[config.mk]
export PLATFORM = sky130hd
export DESIGN_NAME = sel_pipe
export DESIGN_NICKNAME = d
export VERILOG_FILES = /design/src/rtl/sel_pipe.sv
export SDC_FILE = /design/constraint.sdc
export NUM_CORES = 1
export LEC_CHECK = 0
export CORE_UTILIZATION = 42
export CTS_CLUSTER_DIAMETER = 40
export DETAILED_ROUTE_END_ITERATION = 10
export PLACE_DENSITY_LB_ADDON = 0.05
export RECOVER_POWER = 25
export SYNTH_ARGS = -nofsm -noshare
export SYNTH_HDL_FRONTEND = slang
export SYNTH_SLANG_ARGS = --single-unit
[constraint.sdc]
create_clock -name CLK -period 1.35 [get_ports CLK]
set_input_delay 0.3375 -clock CLK [delete_from_list [all_inputs] [get_ports CLK]]
set_output_delay 0.3375 -clock CLK [all_outputs]
set_load 0.01 [all_outputs]
[src/rtl/sel_pipe.sv]
// sel_pipe: registered NUM_IN-way selector with valid/ready handshake and a
// two-entry skid buffer; out-of-range selects yield zero, are flagged and counted.
`default_nettype none

module sel_pipe #(
  parameter int WIDTH  = 5,
  parameter int NUM_IN = 3,
  parameter int SEL_W  = 2
) (
  input  logic                    CLK,
  input  logic                    Reset,
  input  logic                    flush,
  input  logic [NUM_IN*WIDTH-1:0] in_data,
  input  logic [SEL_W-1:0]        in_sel,
  input  logic                    in_valid,
  output logic                    in_ready,
  output logic [WIDTH-1:0]        out_data,
  output logic                    out_err,
  output logic                    out_valid,
  input  logic                    out_ready,
  output logic [7:0]              err_count
);

  typedef enum logic [1:0] {
    EMPTY = 2'd0,
    ONE   = 2'd1,
    TWO   = 2'd2
  } state_t;

  state_t           state;
  logic [WIDTH:0]   main_q;
  logic [WIDTH:0]   skid_q;
  logic [WIDTH-1:0] pick_data;
  logic             pick_err;
  logic             accept;
  logic             drain;

  always_comb begin
    pick_data = '0;
    pick_err  = 1'b1;
    for (int k = 0; k < NUM_IN; k++) begin
      if (int'(in_sel) == k) begin
        pick_data = in_data[k*WIDTH +: WIDTH];
        pick_err  = 1'b0;
      end
    end
  end

  // Handshake flags come straight from registered state, so in_ready never
  // depends combinationally on out_ready.
  assign in_ready  = (state != TWO);
  assign out_valid = (state != EMPTY);
  assign out_data  = main_q[WIDTH-1:0];
  assign out_err   = main_q[WIDTH];
  assign accept    = in_valid && in_ready;
  assign drain     = out_valid && out_ready;

  always_ff @(posedge CLK) begin
    if (Reset) begin
      state     <= EMPTY;
      main_q    <= '0;
      skid_q    <= '0;
      err_count <= '0;
    end else begin
      if (accept && pick_err && !flush && err_count != 8'hFF) begin
        err_count <= err_count + 8'd1;
      end
      if (flush) begin
        state <= EMPTY;
      end else begin
        case (state)
          EMPTY: begin
            if (accept) begin
              main_q <= {pick_err, pick_data};
              state  <= ONE;
            end
          end
          ONE: begin
            if (accept && drain) begin
              main_q <= {pick_err, pick_data};
            end else if (accept) begin
              skid_q <= {pick_err, pick_data};
              state  <= TWO;
            end else if (drain) begin
              state  <= EMPTY;
            end
          end
          TWO: begin
            if (drain) begin
              main_q <= skid_q;
              state  <= ONE;
            end
          end
          default: state <= EMPTY;
        endcase
      end
    end
  end

endmodule

`default_nettype wire

## Yosys cells after proc, flatten, opt, wreduce, memory -nomap -nowiden

Index checks and enable logic that the tools add are counted.

| operators by class | value |
|---|---|
| $add $sub $neg | 1 |
| eq/ne operators | 11 |
| mux-type cells | 16 |
| bitwise logic cells | 2 |
| reduce and logical (&&, ||, !) cells | 15 |

Operators with widths:

| cell | number |
|---|---|
| $mux 6 | 3 |
| $pmux 6 s3 | 1 |
| $mux 5 | 3 |
| $mux 2 | 5 |
| $ne 2x2->1 const B | 5 |
| $add 8x1->8 const B | 1 |
| $ne 8x8->1 const B | 1 |
| $reduce_and 4->1 | 2 |
| $eq 2x2->1 const B | 3 |
| $logic_and 1x1->1 | 6 |
| $pmux 2 s3 | 1 |
| $reduce_and 5->1 | 1 |
| $logic_not 2->1 | 2 |
| $mux 1 | 3 |
| $ne 3x3->1 const B | 1 |
| $reduce_bool 3->1 | 1 |
| $eq 2x1->1 const B | 1 |
| $not 1->1 | 2 |
| $reduce_bool 2->1 | 1 |
| $reduce_or 2->1 | 1 |
| $logic_not 1->1 | 1 |

| storage, ports and cells | value |
|---|---|
| flip-flop bits (word level) | 22 |
| input port bits | 22 |
| word-level logic and storage cells | 49 |

## Depth between registers and ports, before layout

Gate-level depths: netlist (run 1).

| logic depth | value |
|---|---|
| word-level depth | 7 |
| mapped depth | 5 |

## Worst setup path before layout (run 1)

OpenSTA, ideal clock, no wires.

| timing path | value |
|---|---|
| path kind | register to register |
| start point | register err_count[0] |
| end point | register err_count[4] |
| setup time | 128 ps |
| arrival time | 1346 ps |
| required time | 1222 ps |
| path slack | -124 ps |
| cell stages (with the launch flop) | 6 |
| clock period less this slack | 1474 ps |
| path through | dfxtp_1 ha_1 nand3_1 a2111oi_4 xnor2_1 nor2_1 |

| between the ends | value |
|---|---|
| word-level cells in the longest chain between the ends | 2 |

Ends and longest elaborated chain:

| item | RTL line | source |
|---|---|---|
| from (decl) | 21 | `output logic [7:0] err_count` |
| from (signal assigned) | 66 | `err_count <= err_count + 8'd1;` |
| branches (longest 2 deep; another with $add 8x1->8) | n/a |  |

Several ways; the timed one is not identified.
A chain may end at the register's enable or synchronous reset.

## Final worst setup path (run 1)

| timing path | value |
|---|---|
| start point | register state[0] |
| end point | output port out_valid |

| between the ends | value |
|---|---|
| word-level cells in the longest chain between the ends | 1 |

Ends and longest elaborated chain:

| item | RTL line | source |
|---|---|---|
| from (decl) | 30 | `state_t state;` |
| from (signal assigned) | 60 | `state <= EMPTY;` |
| from (signal assigned) | 69 | `state <= EMPTY;` |
| from (signal assigned) | 75 | `state <= ONE;` |
| $reduce_bool 2->1 | 52 | `assign out_valid = (state != EMPTY);` |
| to (decl) | 19 | `output logic out_valid,` |

No other way between the ends.

==> results of run 1 <==
-- logic make-up (layout without fill, tap and decap cells) --
group           after synthesis  count (layout)  share of synthesized area
fa+ha+maj                     1               1                    0.00982
xor+xnor                      1               1                    0.00688
simple gates                 47              47                      0.261
compound gates               41              41                      0.228
buf+inv                      11              75                     0.0452
mux                          13              13                      0.103
flops                        22              22                      0.346
-- layout by cell type (no fill, tap or decap), types with 3 or more instances in the layout --
cell type        count
nand3b_1             6
mux2i_1             12
nand2b_1             7
dfxtp_2              5
nand3_1              5
o2111ai_1            4
dlygate4sd2_1       16
nand2b_4             3
buf_4               23
nor2_1               8
dfxtp_1             15
clkdlybuf4s50_1     16
a21oi_1             12
o21ai_1              5
inv_1                3
clkbuf_4             3
o21ai_2              3
buf_6                8
-- layout make-up --
class                      instances  area share
multi-input combinational        103       0.431
timing repair buffer              68       0.308
sequential                        22       0.222
tap                               31      0.0190
clock buffer                       3      0.0110
inverter                           4     0.00856
-- sequential cells by signal, summed over array words and instances (netlist names) --
register,count
err_count,8
main_q,6
skid_q,6
state,2
-- per-stage QoR --
stage | util | instances
floorplan | - | 136
global placement | 0.668 | 224
detailed placement | 0.668 | 224
CTS | 0.712 | 230
global route | 0.729 | 231
finish | 0.729 | 231
-- routing by layer --
metal	vias up	global-route usage
li1	638	-
met1	586	0.292
met2	42	0.331
met3	8	0.0249
met4	0	0.0871
met5	-	0
-- path summary, 6_finish.rpt --
kind	to	slack (ps)	depth (start not counted)
worst min register to register	main_q[0]	470	2
worst max-delay path	out_valid	-60	3
worst max register to register	err_count[0]	-40	6
worst min-delay path	state[1]	380	3
-- timing repair --
action,4_1_cts,5_1_grt
pin swaps,8,10
setup buffers,3,2
resized for setup,56,18
endpoints found under the setup margin,37,23
-- power by group --
group | switching (uW) | internal [uW]
Combinational | 125 | 162
Clock | 190 | 104
Sequential | 9.40 | 659
-- cell usage after synthesis, types with 2 or more instances --
master | instances | area share
nor3_1 | 3 | 0.012
nor2b_1 | 3 | 0.015
a21oi_1 | 13 | 0.051
nand3b_1 | 6 | 0.035
inv_1 | 3 | 0.0088
nand3_1 | 5 | 0.020
a31oi_1 | 2 | 0.0098
nand2b_1 | 9 | 0.044
o21a_1 | 2 | 0.012
nor2_1 | 8 | 0.024
nor3_4 | 2 | 0.026
o2111ai_1 | 4 | 0.028
mux2i_1 | 12 | 0.094
o21ai_0 | 7 | 0.028
clkbuf_1 | 4 | 0.012
o21ai_1 | 4 | 0.016
dfxtp_1 | 22 | 0.35
buf_6 | 2 | 0.018
-- worst max-delay path, stage by stage, from the launching register on --
cell     delay, ps
dfxtp_2        340
buf_6          110
or2_4          220
buf_6          120
==> results.ini, run 1 <==
[clocking]
cts_tree = built
path_clk_slew_ps = 120
cts_hold_buf = 0
cts.path.max_buffers = 2
cts_buffers = 3
h-tree-depth = 1
insertion_delay_ps = 290
cts_root_buf = clkbuf_4
cts_sinks = 22

[yosys]
yosys_warnings = 0
synth_edf_count = 0
yosys_most_used_dff = dfxtp_1
synth_area_sq_mm = 0.00127
syn_inst = 136
yosys_register_bits = 22
async_flop_share = 0
yosysUniqueCellTypes = 43
syn-num-nets = 159
ys_seq_area_frac = 0.346
syn_avg_cell_area_sq_um = 9.37

[power]
irDropWorstVdd_mv = 0.345
p_per_area_mw_per_mm2 = 611
p_total_uw = 1250
leakage_uw = 0.000842

[final_layout]
area_growth_pct = 60.6
multi_input_area_sq_um = 882
final_area_sq_mm = 0.00205
n_antenna_cell = 0
regArea_sq_um = 454
drive_gt1_frac = 0.350
fin_nets = 225
nFillCells = 216

[timing]
rsz0062_at_grt = yes
worstMarginPinSlew_ps = 339
fin_crit_sh = 1.05
clock_skew_ps = 1.10
timing.slew.headroom = 0.773
post-route-min-period_ps = 1410
drv_slew = 0
finalHoldViolCount = 0
fmax_ghz = 0.708
whs_ps = 384
worst_slack_ps = -61.6
finalSetupViolations = 4
final.setup.tns_ps = -176

[detailed_routing]
drt-met1-wl_mm = 1.55
drt_first_pass_iters = 7
wl_met2_mm = 1.55
ant_nets = 0
wirelength_mm = 3.33
vias_per_cell = 5.52
first_iter_violations = 33
drc = 4
wl_per_cell_um = 14.4
top_layer = met4
vias = 1274
dr_wl_met3_um = 161

[grt]
grt_overflow = 0
antenna_found_initial = 0
grt_max_degree = 16
grt_pass1_vias = 1193
grt_pass1_wl_mm = 5.42
grt_usage = 0.210

[die]
core.rowCount = 19
die_area_sq_mm = 0.00326
start_util = 0.454
core_area_sq_mm = 0.00281
die_y_um = 57.1
io_pins = 38
die_w_um = 57.1

[worst_hold_path]
hp-start = out_ready
hold_class = in2reg

[placed_design]
io_buffer_count = 37
place_ws_ps = -542
place_hpwl_mm = 2.47
gp_congestion = 0.800
dpl-instance-area_sq_mm = 0.00187

[job]
drv_cap = 0

[setup_path]
crit_start = state[0]
crit_required_ps = 1010
cp.arrival_ps = 1070
worst-setup-path-type = reg2out
setup.worst_path.end_class = output pin
critPathMaxFanout = 2
reg2reg_from = state[0]
start_kind = register

[outcome]
status = complete, but fails checks
violations = design-rule violations, negative setup slack

Power figures use the tool's default switching activity.
==> run 2: changes to the inputs <==
- clock period: 1.35 -> 1.21 ns (I/O delays scaled with it)
==> results.ini, run 2 (synthesis gave the netlist of run 1 again) <==
[timing]
rsz0062_at_grt = yes
finalHoldViolCount = 0  ; unchanged
worst_slack_ps = -219  ; -157 ps
fmax_ghz = 0.700
post-route-min-period_ps = 1430
clock_skew_ps = 9.76  ; +8.67 ps
timing.slew.headroom = 0.789  ; +0.0159
fin_crit_sh = 1.18
worstMarginPinSlew_ps = 314  ; -25.2 ps
drv_slew = 0  ; unchanged
finalSetupViolations = 22  ; +18

[power]
p_per_area_mw_per_mm2 = 701  ; +15%
power.switching_uw = 390  ; +20%
clkPwrFrac = 0.315  ; +0.080
p_seq_frac = 0.476  ; -0.059
p_int_uw = 1170  ; +26%
power_frac_comb = 0.209  ; -0.021
irDropWorstVdd_mv = 0.616  ; +79%
p_sw_frac = 0.250  ; -0.00971
leakage_uw = 0.000910  ; +8.0%

[setup_path]
cp_slowest_cell = dfxtp_2
crit_chain = and2b_4, buf_6, buf_6, nor3_4, and4b_1, nor3_1
setup.worst_path.end_class = register
worst-setup-path-type = reg2reg
worst_path_largest_cell_delay_ps = 370  ; +30 ps
path_buf_inv = 2  ; unchanged
path_delay_family = simple AND/OR/NAND/NOR gates
critPathMaxFanout = 6  ; +4
start_kind = register
r2r_setup_slack_ps = -220  ; -180 ps
cp_common_cell = buf_6
cp.arrival_ps = 1640  ; +570 ps
crit_required_ps = 1420  ; +410 ps

[clocking]
cts_buffers = 3  ; unchanged
cts.path.max_buffers = 2  ; unchanged
insertion_delay_ps = 310  ; +20 ps
cts_tree = built
cts_hold_buf = 0  ; unchanged
h-tree-depth = 1  ; unchanged
cts_root_buf = clkbuf_4
path_clk_slew_ps = 120  ; about the same
cts_sinks = 22  ; unchanged

[detailed_routing]
drc = 12  ; +8
wl_per_cell_um = 15.3  ; +6.3%
first_iter_violations = 46  ; +39%
ant_nets = 0  ; unchanged
vias_per_cell = 5.60  ; +1.6%
vias = 1389  ; +9.0%
drt_first_pass_iters = 7  ; unchanged
wirelength_mm = 3.80  ; +14%

[placed_design]
dpl-instance-area_sq_mm = 0.00197  ; +4.9%
place_ws_ps = -597  ; -54.9 ps
io_buffer_count = 37  ; unchanged
place_hpwl_mm = 2.62  ; +6.1%
gp_congestion = 0.806  ; +0.81%

[final_layout]
largest_reg_flops = 8  ; unchanged
final_area_sq_mm = 0.00222  ; +8.7%
final_common_cell = buf_4
n_antenna_cell = 0  ; unchanged
top_regs = err_count x8, main_q x6, skid_q x6
layout_common_cells = buf_4 (30), buf_6 (23), clkdlybuf4s50_1 (16)
drive_gt1_frac = 0.488  ; +0.138
largest-register = err_count
fin_nets = 241  ; +7.1%
area_growth_pct = 74.6
nFillCells = 196  ; -9.3%

[grt]
grt_overflow = 0  ; unchanged
grt_pass1_wl_mm = 6.31  ; +16%
antenna_found_initial = 0  ; unchanged
grt_usage = 0.245  ; +0.0347
grt_max_degree = 14  ; -2
grt_busiest_layer = met2
grt_pass1_vias = 1432  ; +20%
use_met1 = 0.276  ; -0.0164
use_met3 = 0.0431  ; +0.0181
groute.layer.met2.usage = 0.457  ; +0.126

[outcome]
status = complete, but fails checks
violations = design-rule violations, negative setup slack

[die]
die_y_um = 57.1  ; unchanged
core_area_sq_mm = 0.00281  ; unchanged
core.rowCount = 19  ; unchanged
io_pins = 38  ; unchanged
die_w_um = 57.1  ; unchanged
start_util = 0.454  ; unchanged
die_area_sq_mm = 0.00326  ; unchanged

[job]
drv_cap = 0  ; unchanged

[worst_hold_path]
hold_class = in2reg

[run 2: cell count changes in the layout (fill, tap and decap cells not counted), sizes merged]
cell	delta
dlymetal6s2s	-1
clkbuf	+3
buf	+26
dlygate4sd2	-11
[run 2: through the flow]
step	total power, uW	hold WS, ps	setup TNS, ps	cells	utilization
floorplan	880	381	-322	136	-
global placement	1050	467	-11880	233	0.701
detailed placement	1050	470	-12380	233	0.701
CTS	1550	442	-2780	247	0.779
global route	1630	480	-4300	248	0.793
finish	1560	479	-2760	248	0.793
[run 2: per-layer routing]
layer  vias up  part of all wire  wire length [um]
met3        11             0.060               228
met2        45              0.50              1900
met1       659              0.42              1610
met5         -                 0                 0
met4         0             0.017                65
li1        674                 -                 -
[run 2: repair_timing]
| item | 4_1_cts | 5_1_grt |
|---|---|---|
| setup endpoints to repair | 37 | 35 |
| pin swaps | 13 | 11 |
| gates cloned | 0 | 0 |
| endpoints found under the hold margin | 0 | 0 |
| setup buffers | 12 | 2 |
| resized for setup | 98 | 24 |
[run 2: final timing paths]
path | from | to | depth (start not counted)
worst max-delay path | state[0] | err_count[7] | 6
worst min-delay path | out_ready | state[1] | 3
worst max register to register | state[0] | err_count[7] | 6
worst min register to register | main_q[4] | main_q[4] | 2
[run 2: power groups by stage]
| stage | Clock [uW] | Sequential (uW) | Combinational [uW] |
|---|---|---|---|
| after CTS | 495 | 742 | 310 |
| final | 490 | 743 | 326 |
| after global placement | 0 | 761 | 287 |
| after detailed placement | 0 | 762 | 292 |
| after global routing | 535 | 744 | 348 |
| after floorplan | 0 | 766 | 115 |
[run 2: cell type report]
class,count,area [sq um],share of cell area
Clock buffer,4,47.5,0.0214
Inverter,4,17.5,0.00788
Multi-Input combinational cell,103,893,0.402
Sequential cell,22,467,0.210
Tap cell,31,38.8,0.0174
Timing Repair Buffer,84,759,0.342
[run 2: worst reg2reg max path, stage by stage, from the launching register on]
cell and delay, ps:
dfxtp_2 370, and2b_4 210, buf_6 120, buf_6 120, nor3_4 250, and4b_1 230, nor3_1 40
